===== config.mk =====
export PLATFORM = sky130hd
export DESIGN_NAME = dmem_port_arbiter
export DESIGN_NICKNAME = d
export VERILOG_FILES = /design/src/rtl/dmem_port_arbiter.sv
export SDC_FILE = /design/constraint.sdc
export NUM_CORES = 1
export LEC_CHECK = 0
export CAP_MARGIN = 0
export CORE_AREA = 3 3 95 97
export CTS_BUF_LIST = sky130_fd_sc_hd__clkbuf_4 sky130_fd_sc_hd__clkbuf_8 sky130_fd_sc_hd__clkbuf_16
export CTS_CLUSTER_DIAMETER = 60
export CTS_CLUSTER_SIZE = 12
export DETAILED_ROUTE_END_ITERATION = 16
export DIE_AREA = 0 0 98 100
export PLACE_DENSITY_LB_ADDON = 0.15
export SYNTH_ARGS = -nofsm -noshare
export SYNTH_HDL_FRONTEND = slang
export SYNTH_SLANG_ARGS = --single-unit

===== constraint.sdc =====
create_clock -name clk -period 5 [get_ports clk]
set_input_delay 1 -clock clk [delete_from_list [all_inputs] [get_ports clk]]
set_output_delay 1 -clock clk [all_outputs]
set_load 0.02 [all_outputs]

===== src/rtl/dmem_port_arbiter.sv =====
// Shares RAM data port 1 between the CPU memory stage and the loader/debug master.
// CPU has priority; a wait counter forces a handoff to a starved loader, and a burst cap returns the port to the CPU.
module dmem_port_arbiter #(
  parameter int DWIDTH       = 32,
  parameter int AWIDTH       = 12,
  parameter int STARVE_LIMIT = 8,
  parameter int MAX_BURST    = 16
) (
  input  logic              clk,
  input  logic              n_rst,
  input  logic              cpu_req,
  input  logic              cpu_we,
  input  logic [AWIDTH-1:0] cpu_addr,
  input  logic [3:0]        cpu_wbe,
  input  logic [DWIDTH-1:0] cpu_wdata,
  output logic [DWIDTH-1:0] cpu_rdata,
  output logic              cpu_stall,
  input  logic              ld_req,
  input  logic              ld_we,
  input  logic [AWIDTH-1:0] ld_addr,
  input  logic [3:0]        ld_wbe,
  input  logic [DWIDTH-1:0] ld_wdata,
  output logic              ld_ack,
  output logic [DWIDTH-1:0] ld_rdata,
  output logic [AWIDTH-1:0] mem_addr,
  output logic [3:0]        mem_wbe,
  output logic [DWIDTH-1:0] mem_d,
  output logic              mem_wen,
  input  logic [DWIDTH-1:0] mem_q,
  output logic              owner_ld
);

  // state   | meaning
  // OWN_CPU | CPU drives the port; starve_cnt counts contended loader cycles
  // OWN_LD  | loader drives the port; burst_cnt counts back-to-back loader grants
  typedef enum logic {OWN_CPU = 1'b0, OWN_LD = 1'b1} owner_t;

  localparam int SW = $clog2(STARVE_LIMIT) + 1;
  localparam int BW = $clog2(MAX_BURST) + 1;
  localparam logic [SW-1:0] STARVE_LAST = SW'(STARVE_LIMIT - 1);
  localparam logic [BW-1:0] BURST_LAST  = BW'(MAX_BURST - 1);

  owner_t        owner;
  logic [SW-1:0] starve_cnt;
  logic [BW-1:0] burst_cnt;
  logic          sel_ld;
  logic          sel_req;
  logic          sel_we;

  always_ff @(posedge clk or negedge n_rst) begin
    if (!n_rst) begin
      owner      <= OWN_CPU;
      starve_cnt <= '0;
      burst_cnt  <= '0;
    end else begin
      case (owner)
        OWN_CPU: begin
          if (ld_req) begin
            if (!cpu_req || starve_cnt == STARVE_LAST) begin
              owner      <= OWN_LD;
              starve_cnt <= '0;
              burst_cnt  <= '0;
            end else begin
              starve_cnt <= starve_cnt + SW'(1);
            end
          end else begin
            starve_cnt <= '0;
          end
        end
        OWN_LD: begin
          if (!ld_req || (cpu_req && burst_cnt == BURST_LAST)) begin
            owner     <= OWN_CPU;
            burst_cnt <= '0;
          end else if (burst_cnt != BURST_LAST) begin
            // saturating: an idle CPU lets the loader keep the port indefinitely
            burst_cnt <= burst_cnt + BW'(1);
          end
        end
        default: owner <= OWN_CPU;
      endcase
    end
  end

  assign owner_ld = (owner == OWN_LD);

  assign sel_ld   = (owner == OWN_LD);
  assign sel_req  = sel_ld ? ld_req : cpu_req;
  assign sel_we   = sel_ld ? ld_we  : cpu_we;

  assign mem_addr = sel_ld ? ld_addr  : cpu_addr;
  assign mem_d    = sel_ld ? ld_wdata : cpu_wdata;
  assign mem_wbe  = sel_req ? (sel_ld ? ld_wbe : cpu_wbe) : 4'b0000;

  // reset gates every strobe so an abandoned loader transfer cannot write
  assign mem_wen   = n_rst & sel_req & sel_we;
  assign cpu_stall = n_rst & sel_ld & cpu_req;
  assign ld_ack    = n_rst & sel_ld & ld_req;

  assign cpu_rdata = mem_q;
  assign ld_rdata  = mem_q;

endmodule


* Word-level counts from Yosys, hierarchy flattened *
Index checks and enable logic that the tools add are counted.

storage, ports and cells
  register bits after elaboration = 10
  bits of input ports = 134
  output and inout port bits = 116

cells by class
  $add $sub $neg = 2
  equal/unequal tests = 6
  multiplexer cells = 17
  bitwise operators = 6
  reductions and logical operators = 6

operators with widths
  cell                                                                    number
  32-bit two-way mux                                                      1
  5-bit two-way mux                                                       4
  4-bit two-way mux                                                       4
  12-bit two-way mux                                                      1
  5-bit case mux with 2 select lines                                      1
  5-bit by 1-bit adder with 5-bit output (second input constant)          1
  1-bit AND                                                               5
  5-bit by 4-bit equality test with 1-bit output (second input constant)  1
  1-bit two-way mux                                                       5
  5-bit by 4-bit != test with 1-bit output (second input constant)        1
  4-bit by 1-bit adder with 4-bit output (second input constant)          1
  4-bit by 3-bit equality test with 1-bit output (second input constant)  1
  2-bit != test (second input constant)                                   2
  3-bit by 1-bit != test with 1-bit output (second input constant)        1
  3-bit AND reduction                                                     1
  1-bit zero test                                                         2
  1-bit logical OR                                                        2
  1-bit case mux with 2 select lines                                      1
  1-bit logical AND                                                       1
  1-bit inverter                                                          1

* Longest topological paths before layout *
  depth after elaboration = 5
  gate-level depth with buffers = 6
  depth with buffers taken out = 6

* Least setup slack after synthesis *
Ideal clock, no wire load.

  kind = input to output
  start point = input ld_req
  end point = output mem_wen
  arrival time = 1.674 ns
  path slack = 2.326 ns
  stages on the path = 4
  cells stage by stage = and2_1 > clkbuf_2 > a22oi_1 > nor2b_1

between the ends
  longest elaborated chain between the ends = 3

RTL lines
  item                     line  source
  from (decl)              18    input logic ld_req,
  1-bit two-way mux        87    assign sel_req = sel_ld ? ld_req : cpu_req;
  1-bit AND (2 in series)  95    assign mem_wen = n_rst & sel_req & sel_we;
  to (decl)                28    output logic mem_wen,

Every way passes these cells.

* Worst setup path in the final report *
  start point = input cpu_req
  end point = output mem_wen

between the ends
  longest elaborated chain between the ends = 3

RTL lines
  item                     line  source
  from (decl)              11    input logic cpu_req,
  1-bit two-way mux        87
  1-bit AND (2 in series)  95

Every way passes these cells.

==> flow_summary.ini <==
[outcome]
run_status = finished, final reports clean

[global_routing]
grt_usage_pct = 12.1
grt_pass1_wl_mm = 9.27
grt-ovfl-total = 0
grt_antenna_before_repair = 0
grt_max_degree = 34
grt_pass1_vias = 1559

[synthesis]
synth_flop_cell = dfrtp_1
syn-cell-area_um2 = 1690
yosys-top-cells-area = mux2_2 (30%), buf_4 (28%), dfrtp_1 (15%)
synth_nets = 316
synth_top_area_share_pct = 29.9
ys_ff_latch = 10
yosysMostFrequentCell = buf_4
yosysWarnings = 0
synthesis.area_per_instance_um2 = 9.46
seq_area_frac_synth_pct = 14.8
synth_common_cells = buf_4 (64), mux2_2 (45), dfrtp_1 (10)
synth_edf_count = 0
ys_types = 29
synthCells = 179
yosysTopAreaCell = mux2_2
async_reset_ff_share_pct = 100

[cts]
clkTransAtPathRegs_ps = 50
cts_setup_buffers = 0
cts_tree = yes
clock_latency_ps = 230
ctsResizeCount = 0
root_buffer = clkbuf_8
cts_buffers = 3
hold_buffers = 0
cts_sinks = 10
clk_path_buf_depth = 2
cts-htree-levels = 1

[worst_setup_path]
worst_path_max_delay_cell = clkdlybuf4s50_1
cp_slowest_stage_delay_ps = 610
cp_data_required_time_ps = 4000
worst_setup_path_end_kind = output pin
cp-start-kind = input port
cp_max_fo = 7
worstPathArrival_ps = 2960
path_cells = clkdlybuf4s50_1 -> nor2b_1 -> a22oi_1 -> nor2b_1 -> clkdlybuf4s50_1
worstSetupPathType = input port to output pin

[timing]
tightest_slew_ps = 639
setup_tns_ps = 0
relSlewSlack_pct = 57.4
finalCriticalPeriod_ps = 3960
max_freq_ghz = 0.253
rsz0062_at_grt = no
fin_skew_ps = 3.54
setup_violations = 0
whs_ps = 500
hold_viol = 0
final_max_slew_viol_count = 0
period_share_pct = 79.1

[drt]
drt_first_pass_iters = 3
wl_per_cell_um = 17.0
drc = 0
ant_nets = 0
vias = 1527
routed_wl_mm = 6.27
drtIter0Drc = 5
viasPerCell = 4.13

[placement]
routabilityCongestion = 0.778
dp_hpwl_mm = 5.44
io_buffers = 153
place_area_um2 = 2800

[power_and_ir_drop]
power_density_nw_per_um2 = 157
vdd_drop_max_mv = 0.0578
leakagePower_nw = 1.08

[cells_and_area]
fillers = 849
nets = 403
fin_area_um2 = 2850
syn2layout_area_growth_pct = 68.3
antenna_cells = 0
drive_gt1_share_pct = 20.0

[die]
num_rows = 33
initial_core_util_pct = 20.6
io_pins = 250
die_h_um = 100
die_w_um = 98
die-area_um2 = 9800
core_area_um2 = 8220

[hold_path]
min_path_type = flip-flop to flip-flop

[run]
drv_cap = 0
-- sequential cells by signal (all words and copies together) (netlist names) --
name        count
starve_cnt      4
owner_ld        1
burst_cnt       5
-- worst max-delay path: cells and delay by family --
kind                   cells  cell delay [ps]
buffers and inverters      2             1220
AND/OR/NAND/NOR            2              630
AO/OA/AOI/OAI              1              120
-- cells in the final DEF, fill, tap and decap left out, drive strengths merged, types with 3 or more instances in the layout --
cell type	n
clkdlybuf4s50	153
a22o	6
a31oi	3
dfrtp	10
mux2	45
o22ai	3
and3	3
inv	5
ha	3
nand2	3
clkbuf	4
mux2i	3
-- layer usage --
| metal | GRT usage (%) | part of all wire [%] |
|---|---|---|
| met4 | 3.83 | 1.3 |
| met2 | 21.2 | 53 |
| met1 | 12.1 | 31 |
| met3 | 7.23 | 15 |
| met5 | 0 | 0 |
-- cell type report --
class                   count  area, µm²  area share (%)
clock buffers               4       48.8            1.71
inverters                   5       18.8           0.659
multi-input cells          92        860            30.2
flip-flops and latches     10        251            8.83
well taps                 105        131            4.61
repair buffers            154       1540            54.0
-- final timing paths --
path / start / endpoint / slack [ps] / cells after the start
setup / recovery: cpu_req / mem_wen / 1040 / 5
setup reg to reg: burst_cnt[0] / burst_cnt[4] / 3140 / 6
hold / removal: burst_cnt[3] / burst_cnt[3] / 500 / 1
hold reg to reg: burst_cnt[3] / burst_cnt[3] / 500 / 1
max in group asynchronous: n_rst / owner_ld / 3470 / 1
min in group asynchronous: n_rst / burst_cnt[2] / 1130 / 1
-- cell families (layout without fill, tap and decap cells) --
kind of cell,Yosys count,count (layout),share of synthesized area (%)
DFF,10,10,14.8
AOI/OAI and AO/OA,19,19,8.35
buffers and inverters,77,163,34.4
adders and majority gates,3,3,2.22
and+or+nand+nor,22,22,8.50
muxes,48,48,31.7
-- power by group --
group / leakage [nW] / internal, W / total (W) / switching [W]
clock network: 0.0262 / 0.0000611 / 0.0000915 / 0.0000304
logic: 0.921 / 0.000164 / 0.000261 / 0.0000964
registers: 0.134 / 0.0000860 / 0.0000954 / 0.00000946
total: 1.08 / 0.000312 / 0.000448 / 0.000136
-- per-stage QoR --
step / util, % / total power, W / std cells / setup slack (ps)
after floorplan: - / 0.000284 / 179 / 2330
after global placement: 34.1 / 0.000360 / 366 / 1090
after detailed placement: 34.1 / 0.000360 / 366 / 1050
after CTS: 34.7 / 0.000456 / 370 / 1030
after global routing: 34.7 / 0.000475 / 370 / 910
final: 34.7 / 0.000448 / 370 / 1040
No activity file was read; power rests on OpenSTA's default activity.
